===== config.mk =====
export PLATFORM = sky130hd
export DESIGN_NAME = teclado_conta
export DESIGN_NICKNAME = d
export VERILOG_FILES = /design/src/rtl/teclado_pkg.sv /design/src/rtl/teclado_decod.sv /design/src/rtl/teclado_conta.sv
export SDC_FILE = /design/constraint.sdc
export NUM_CORES = 1
export LEC_CHECK = 0
export BUFFER_PORTS_ARGS = -buffer_cell sky130_fd_sc_hd__clkbuf_2
export CAP_MARGIN = 20
export CELL_PAD_IN_SITES_DETAIL_PLACEMENT = 0
export CELL_PAD_IN_SITES_GLOBAL_PLACEMENT = 1
export CORE_ASPECT_RATIO = 1.4
export CORE_UTILIZATION = 40
export DETAILED_ROUTE_END_ITERATION = 10
export GPL_TIMING_DRIVEN = 0
export PLACE_DENSITY = 0.69
export SLEW_MARGIN = 40
export SYNTH_ARGS = -nofsm -noshare
export SYNTH_HDL_FRONTEND = slang
export SYNTH_SLANG_ARGS = --single-unit

===== constraint.sdc =====
create_clock -name clk -period 1.6 [get_ports clk]
set_input_delay 0.16 -clock clk [delete_from_list [all_inputs] [get_ports clk]]
set_output_delay 0.16 -clock clk [all_outputs]
set_load 0.02 [all_outputs]

===== src/rtl/teclado_pkg.sv =====
// Shared definitions for the keypad digit accumulator: one-hot row/column
// codes of the 4x4 keypad and the key codes produced by the decoder.
package teclado_pkg;

    // One-hot row codes: row1 holds 1,2,3 and row4 holds *,0,#
    localparam logic [3:0] ROW1 = 4'b1000;
    localparam logic [3:0] ROW2 = 4'b0100;
    localparam logic [3:0] ROW3 = 4'b0010;
    localparam logic [3:0] ROW4 = 4'b0001;

    // One-hot column codes: col4 carries the letter keys A-D
    localparam logic [3:0] COL1 = 4'b1000;
    localparam logic [3:0] COL2 = 4'b0100;
    localparam logic [3:0] COL3 = 4'b0010;
    localparam logic [3:0] COL4 = 4'b0001;

    // Key codes 0-9 are the digit values themselves
    typedef logic [3:0] key_t;

    localparam key_t KEY_ENTER = 4'hE;
    localparam key_t KEY_CLEAR = 4'hC;
    localparam key_t KEY_NONE  = 4'hF;

    // True when the key code is a decimal digit
    function automatic logic is_digit(input key_t k);
        return (k <= 4'd9);
    endfunction

endpackage


===== src/rtl/teclado_decod.sv =====
// Combinational keypad decoder: maps a one-hot row/column pair to a key
// code. Letter keys and any non-one-hot or empty pattern decode to KEY_NONE.
module teclado_decod
    import teclado_pkg::*;
(
    input  logic [3:0] lin,
    input  logic [3:0] col,
    output logic [3:0] key
);

    // Look up the key at the intersection of the active row and column
    always_comb begin
        key = KEY_NONE;
        case ({lin, col})
            {ROW1, COL1}: key = 4'd1;
            {ROW1, COL2}: key = 4'd2;
            {ROW1, COL3}: key = 4'd3;
            {ROW2, COL1}: key = 4'd4;
            {ROW2, COL2}: key = 4'd5;
            {ROW2, COL3}: key = 4'd6;
            {ROW3, COL1}: key = 4'd7;
            {ROW3, COL2}: key = 4'd8;
            {ROW3, COL3}: key = 4'd9;
            {ROW4, COL1}: key = KEY_CLEAR;
            {ROW4, COL2}: key = 4'd0;
            {ROW4, COL3}: key = KEY_ENTER;
            default:      key = KEY_NONE;
        endcase
    end

endmodule


===== src/rtl/teclado_conta.sv =====
// Keypad digit accumulator: synchronizes the key-press strobe, detects its
// rising edge, decodes the pressed key and shifts decimal digits into a
// DIGITS-wide BCD accumulator. Enter publishes the accumulator on s with a
// one-cycle s_valid pulse; '*' clears the partial entry.
// Optional feature macro: TECLADO_DEBOUNCE_EN adds a filter requiring the
// synchronized strobe to stay high DEBOUNCE_CYCLES clocks before acceptance.
module teclado_conta
    import teclado_pkg::*;
#(
    parameter int DIGITS          = 3,
    parameter int DEBOUNCE_CYCLES = 4
) (
    input  logic                  clk,
    input  logic                  rst_n,
    input  logic [3:0]            lin,
    input  logic [3:0]            col,
    input  logic                  bot_press,
    output logic [4*DIGITS-1:0]   s,
    output logic                  s_valid
);

    localparam int W = 4 * DIGITS;

    // The shift expression needs at least two nibbles and the filter at
    // least one sample; anything smaller is a configuration error
    if (DIGITS < 2 || DEBOUNCE_CYCLES < 1) begin : g_param_check
        $error("teclado_conta: DIGITS must be >= 2 and DEBOUNCE_CYCLES >= 1");
    end

    logic         sync1_q, sync1_d;
    logic         sync2_q, sync2_d;
    logic         stable;
    logic         prev_q, prev_d;
    logic         press_edge;
    logic [3:0]   key;
    logic [W-1:0] acc_q, acc_d;
    logic [W-1:0] s_q, s_d;
    logic         s_valid_q, s_valid_d;

    // Two-flop synchronizer inputs for the asynchronous press strobe
    always_comb begin
        sync1_d = bot_press;
        sync2_d = sync1_q;
    end

    // Synchronizer registers
    always_ff @(posedge clk or negedge rst_n) begin
        if (!rst_n) begin
            sync1_q <= 1'b0;
            sync2_q <= 1'b0;
        end else begin
            sync1_q <= sync1_d;
            sync2_q <= sync2_d;
        end
    end

`ifdef TECLADO_DEBOUNCE_EN
    localparam int CW = $clog2(DEBOUNCE_CYCLES + 1);

    logic [CW-1:0] deb_cnt_q, deb_cnt_d;
    logic          deb_q, deb_d;

    // Count consecutive high samples; the filtered level rises on the sample
    // that completes DEBOUNCE_CYCLES highs and drops on any low sample
    always_comb begin
        deb_cnt_d = '0;
        deb_d     = 1'b0;
        if (sync2_q) begin
            deb_cnt_d = deb_cnt_q;
            if (deb_cnt_q != CW'(DEBOUNCE_CYCLES)) begin
                deb_cnt_d = deb_cnt_q + 1'b1;
            end
            deb_d = (deb_cnt_q >= CW'(DEBOUNCE_CYCLES - 1));
        end
    end

    // Debounce counter and filtered level registers
    always_ff @(posedge clk or negedge rst_n) begin
        if (!rst_n) begin
            deb_cnt_q <= '0;
            deb_q     <= 1'b0;
        end else begin
            deb_cnt_q <= deb_cnt_d;
            deb_q     <= deb_d;
        end
    end

    assign stable = deb_q;
`else
    assign stable = sync2_q;
`endif

    // Rising-edge detect: a held key yields a single action
    always_comb begin
        prev_d     = stable;
        press_edge = stable & ~prev_q;
    end

    // Previous-level register for edge detection
    always_ff @(posedge clk or negedge rst_n) begin
        if (!rst_n) begin
            prev_q <= 1'b0;
        end else begin
            prev_q <= prev_d;
        end
    end

    teclado_decod u_decod (
        .lin (lin),
        .col (col),
        .key (key)
    );

    // Act on the decoded key only in the edge cycle; digits shift in at the
    // bottom and push the oldest digit out of the top nibble
    always_comb begin
        acc_d     = acc_q;
        s_d       = s_q;
        s_valid_d = 1'b0;
        if (press_edge) begin
            if (is_digit(key)) begin
                acc_d = {acc_q[W-5:0], key};
            end else if (key == KEY_ENTER) begin
                s_d       = acc_q;
                acc_d     = '0;
                s_valid_d = 1'b1;
            end else if (key == KEY_CLEAR) begin
                acc_d = '0;
            end
        end
    end

    // Accumulator and published-value registers
    always_ff @(posedge clk or negedge rst_n) begin
        if (!rst_n) begin
            acc_q     <= '0;
            s_q       <= '0;
            s_valid_q <= 1'b0;
        end else begin
            acc_q     <= acc_d;
            s_q       <= s_d;
            s_valid_q <= s_valid_d;
        end
    end

    assign s       = s_q;
    assign s_valid = s_valid_q;

endmodule


After elaboration in Yosys (flattened, before gate mapping)
Cells that the tools add are included.
{"block": "word_totals", "ramBits": 0, "latchBits": 0, "ff_bits": 28, "rom_bits": 0, "memories": 0}
{"block": "classes", "shift": 0, "magnitude_cmp": 1, "reduce_logical": 3, "n_mul": 0, "mux": 7, "addsub": 0, "n_eq_ne": 14, "n_div": 0, "bitwise_logic": 3}
{"operator": "$pmux 4 s12", "count": 1}
{"operator": "$mux 12", "count": 3}
{"operator": "$eq 8x5->1 const B", "count": 3}
{"operator": "$eq 8x6->1 const B", "count": 3}
{"operator": "$eq 8x7->1 const B", "count": 3}
{"operator": "$eq 8x8->1 const B", "count": 3}
{"operator": "$eq 4x4->1 const B", "count": 2}
{"operator": "$le 4x4->1 const B", "count": 1}
{"operator": "$mux 1", "count": 3}
{"operator": "$reduce_and 3->1", "count": 1}
{"operator": "$reduce_bool 3->1", "count": 1}
{"operator": "$not 1->1", "count": 2}
{"operator": "$reduce_and 2->1", "count": 1}
{"operator": "$and 1x1->1", "count": 1}

Depth between registers and ports, before layout
{"block": "logic_depth", "depth_word": 6, "depth_mapped": 7, "ltp_nobuf": 5}

Modules after synthesis
A second synthesis with hierarchy kept.
{"block": "unflattened", "cells_unflattened": 111, "area_unflattened_um2": 1372.6}
{"module": "teclado_conta", "n_inst": 1, "seq_area_each_um2": 700.7, "cells_each": 69, "area_each_um2": 1062.3}
{"module": "teclado_decod", "n_inst": 1, "seq_area_each_um2": 0.0, "cells_each": 42, "area_each_um2": 310.3}

Least setup slack after synthesis
Ideal clock, no wire load.
{"block": "synth_timing", "kind": "input-to-reg", "startpoint": "in col[3]", "endpoint": "reg s_q[10], in the netlist s[10]", "arrival_time_ns": 1.792, "cell_stages": 7, "setup_ns": 0.125, "t_required_ns": 1.475, "setup_slack_ns": -0.317, "n_path_buf": 3, "cell_sequence": "buf_2 -> or4b_1 -> nor3_1 -> and4b_1 -> buf_4 -> buf_6 -> mux2_2"}
{"block": "synth_via", "elab_chain_cells": 5}
{"element": "start, declared", "line": "teclado_conta.sv:16", "text": "input logic [3:0] col,"}
{"element": "$eq 8x5->1, or another cell as far along", "line": "teclado_decod.sv:14", "text": "case ({lin, col})"}
{"element": "$pmux 4 s12 (*)", "line": "teclado_decod.sv:14"}
{"element": "$le 4x4->1", "line": "teclado_pkg.sv:26", "text": "return (k <= 4'd9);"}
{"element": "$not 1->1 (no line)"}
{"element": "$reduce_and 3->1 (no line) (*)"}
{"element": "end signal, assigned", "line": "teclado_conta.sv:137", "text": "s_q <= '0;"}
{"element": "end signal, assigned", "line": "teclado_conta.sv:141", "text": "s_q <= s_d;"}
{"element": "end, declared", "line": "teclado_conta.sv:37", "text": "logic [W-1:0] s_q, s_d;"}
Every way passes the cells marked *; elsewhere a longest branch is shown, timed or not.
A chain may end at the register's enable or synchronous reset.

Worst setup path after layout
{"block": "layout_timing", "startpoint": "in lin[1]", "endpoint": "reg acc_q[6]"}
{"block": "layout_via", "elab_chain_cells": 5}
{"element": "start, declared", "line": "teclado_conta.sv:15", "text": "input logic [3:0] lin,"}
{"element": "$eq 8x5->1, or another cell as far along", "line": "teclado_decod.sv:14"}
{"element": "$pmux 4 s12 (*)", "line": "teclado_decod.sv:14"}
{"element": "$le 4x4->1, or another cell as far along", "line": "teclado_pkg.sv:26"}
{"element": "$reduce_bool 3->1 (no line) / $mux 12 (equally long branches)"}
{"element": "$reduce_and 2->1 (no line) / $mux 12 (equally long branches)"}
{"element": "end signal, assigned", "line": "teclado_conta.sv:136", "text": "acc_q <= '0;"}
{"element": "end signal, assigned", "line": "teclado_conta.sv:140", "text": "acc_q <= acc_d;"}
{"element": "end, declared", "line": "teclado_conta.sv:36", "text": "logic [W-1:0] acc_q, acc_d;"}
Marks and branches as above.

==> flow_summary.toml <==
[sta]
setup_ws_ns = -0.0466
fin_crit_ns = 1.65
clock_skew_ns = 0.00113
final.period_utilization = 1.03
finalHoldViolations = 0
maxSlewViolCount = 0
tightest_slew_ns = 0.678
slew_headroom = 0.548
fin_setup_tns_ns = -0.300
max_clock_freq_mhz = 607
setup_viol = 10
rsz0062_at_grt = "yes"

[synthesis]
netlist_area_sq_um = 1310
synth_top_area_cell = "dfrtp_1"
yosysUniqueCellTypes = 33
synthTopCellsByArea = "dfrtp_1 54%, mux2_2 9.5%, a22o_1 5.4%, nor4_1 2.9%, buf_6 2.6%"
synth_edf_count = 0
yosys_register_bits = 28
synth-compound-area-share = 0.138
synth-xor-area-share = 0.0335
syn_nets = 115
synth_most_common_cell = "dfrtp_1"
synth_warnings = 0
synth_top_cell_area_share = 0.536
synth_ff_type = "dfrtp_1"
synth_mux_area_frac = 0.103
synth.avg_cell_area_sq_um = 12.6
synthArstFlopShare = 1.00
synth_commonest_cells = "28 x dfrtp_1, 11 x mux2_2, 8 x a22o_1"
synthAdderAreaFrac = 0
netlist_instances = 104
seq_area_frac_synth = 0.536
synth-simple-area-share = 0.133
synth_top_family_by_area = "compound AO/OA/AOI/OAI gates"

[detailed_routing]
vias_per_cell = 5.44
ant_nets = 0
routedWlPerCell_microns = 14.9
via_count = 969
drt_pass1_iterations = 4
drt_iter0_drc = 9
drcViolationCount = 0
routed_wl_microns = 2650

[global_route]
grt_util_all_layers = 0.163
grt_max_degree = 29
antenna_found_initial = 0
grt_overflow = 0
grt_pass1_wl_microns = 4410
grt_pass1_vias = 967

[cells_and_area]
multi_input_area_sq_um = 646
drive_above_1_share = 0.468
diodes = 0
nFillCells = 272
fin_nets = 151
syn2layout_area_growth_pct = 39.4
regArea_sq_um = 701
final_area_sq_um = 1820

[power_and_ir_drop]
leakage_nw = 0.855
p_int_mw = 1.07
p_sw_frac = 0.228
seqPwrFrac = 0.566
power_density_nw_per_um2 = 761
power_frac_comb = 0.130
clock_power_share = 0.304
irDropWorstVdd_mv = 0.513
netSwitchingPower_uw = 316

[floorplan]
core_area_sq_um = 3120
die_h_microns = 69.6
die_w_microns = 50.3
dieArea_sq_um = 3500
io_pins = 24
fp-row-count = 24
initial_core_util = 0.418

[clocking]
clk-insertion-delay-late_ns = 0.27
cts_htree_levels = 1
cts_tree = "built"
cts_buffer_depth = 2
cts_root_buf = "clkbuf_8"
clk_pin_slew_ns = 0.09
cts_buffers = 3
clock-sinks = 28

[setup_path]
reg2reg_depth = 5
worst_ep_arrival_time_ns = 1.81
cp-start-kind = "input port"
path_max_fanout = 5
endpoint = "acc_q[6]"
cp.required_ns = 1.76
timing.rr.end = "s[10]"
reg2reg_from = "prev_d"
cp-end-kind = "register"
worstSetupPathType = "in2reg"
r2r_setup_slack_ns = 0.10
crit_path_start = "lin[1]"

[run]
drv_cap = 0

[min_path]
hold_class = "in2reg"

[placement]
placed_cell_area_sq_um = 1520
dp_hpwl_microns = 1780
gp_congestion = 0.756
port_buffers = 18

[status]
status = "finished, violations left"
violations = "negative setup slack"
-- through the flow --
step | total power [mW] | utilization | hold slack (ns) | setup slack, ns | std cells
final | 1.39 | 0.583 | 0.270 | -0.0466 | 178
after global routing | 1.44 | 0.583 | 0.286 | -0.0757 | 178
after CTS | 1.39 | 0.557 | 0.272 | -0.0513 | 174
after detailed placement | 0.945 | 0.487 | 0.230 | -0.454 | 161
after global placement | 0.937 | 0.487 | 0.217 | -0.427 | 161
after floorplan | 0.893 | - | -0.136 | -0.235 | 104
-- repair_timing --
item,in CTS,in global routing
endpoints found under the setup margin,21,24
gates cloned,1,2
pin swaps,4,3
hold buffers,2,0
gates resized for setup,15,11
buffers inserted,6,2
endpoints found under the hold margin,29,0
-- worst max-delay path: stages --
cell and delay [ns]:
clkbuf_16 0.12, or4b_4 0.54, or4b_4 0.51, o311a_4 0.16, buf_6 0.13, a22o_1 0.18
-- per-layer routing --
layer | vias to the layer above | share of wire | global-route usage
met5 | - | 0 | 0
met4 | 0 | 0.018 | 0.0648
met3 | 4 | 0.012 | 0.00658
met2 | 21 | 0.54 | 0.305
met1 | 481 | 0.42 | 0.188
li1 | 463 | - | -
-- power groups by stage --
stage	Combinational, mW	Sequential, mW	Clock (mW)
after CTS	0.168	0.785	0.433
final	0.180	0.785	0.421
after global placement	0.141	0.796	0
after global routing	0.196	0.792	0.452
after floorplan	0.100	0.792	0
after detailed placement	0.147	0.799	0
-- layout by cell type (no fill, tap or decap), types with 2 or more instances in the layout --
master	count
buf_6	5
dfrtp_1	28
o21ai_0	2
xnor2_1	2
buf_8	2
clkbuf_16	2
xor2_1	2
clkbuf_2	16
or4b_4	3
mux2_4	11
buf_4	11
clkbuf_8	4
nand2_1	2
nor3_1	3
nor2_1	2
dlygate4sd3_1	2
a22o_1	8
nor4_1	4
nand2b_1	3
a21o_1	3
or2b_1	2
-- sequential cells by signal, summed over array words and instances, names as in the netlist --
register	cells
s	12
s_valid	1
sync1_q	1
acc_q	12
prev_d	1
prev_q	1
-- layout make-up --
class | instances | share of cell area
multi-input combinational | 66 | 0.355
tap | 39 | 0.0268
clock buffer | 4 | 0.0302
sequential | 28 | 0.385
buffer | 10 | 0.0605
timing repair buffer | 31 | 0.143
-- worst min path at each step --
stage / depth (start not counted) / slack [ns] / from / end
after floorplan: 0 / -0.14 / rst_n / acc_q[0]
after global placement: 1 / 0.22 / rst_n / s_valid
after detailed placement: 1 / 0.23 / rst_n / s[11]
after CTS: 3 / 0.27 / lin[0] / acc_q[3]
after global routing: 3 / 0.29 / lin[0] / acc_q[3]
final: 3 / 0.27 / lin[0] / acc_q[3]
-- cells by family (layout without fill, tap and decap cells) --
kind of cell	count (synthesis)	count (layout)
xor gates and xnor gates	5	5
and+or+nand+nor	26	26
DFF	28	28
AOI/OAI and AO/OA	23	23
buffers and inverters	10	45
muxes	12	12
No activity file was read; power rests on OpenSTA's default activity.
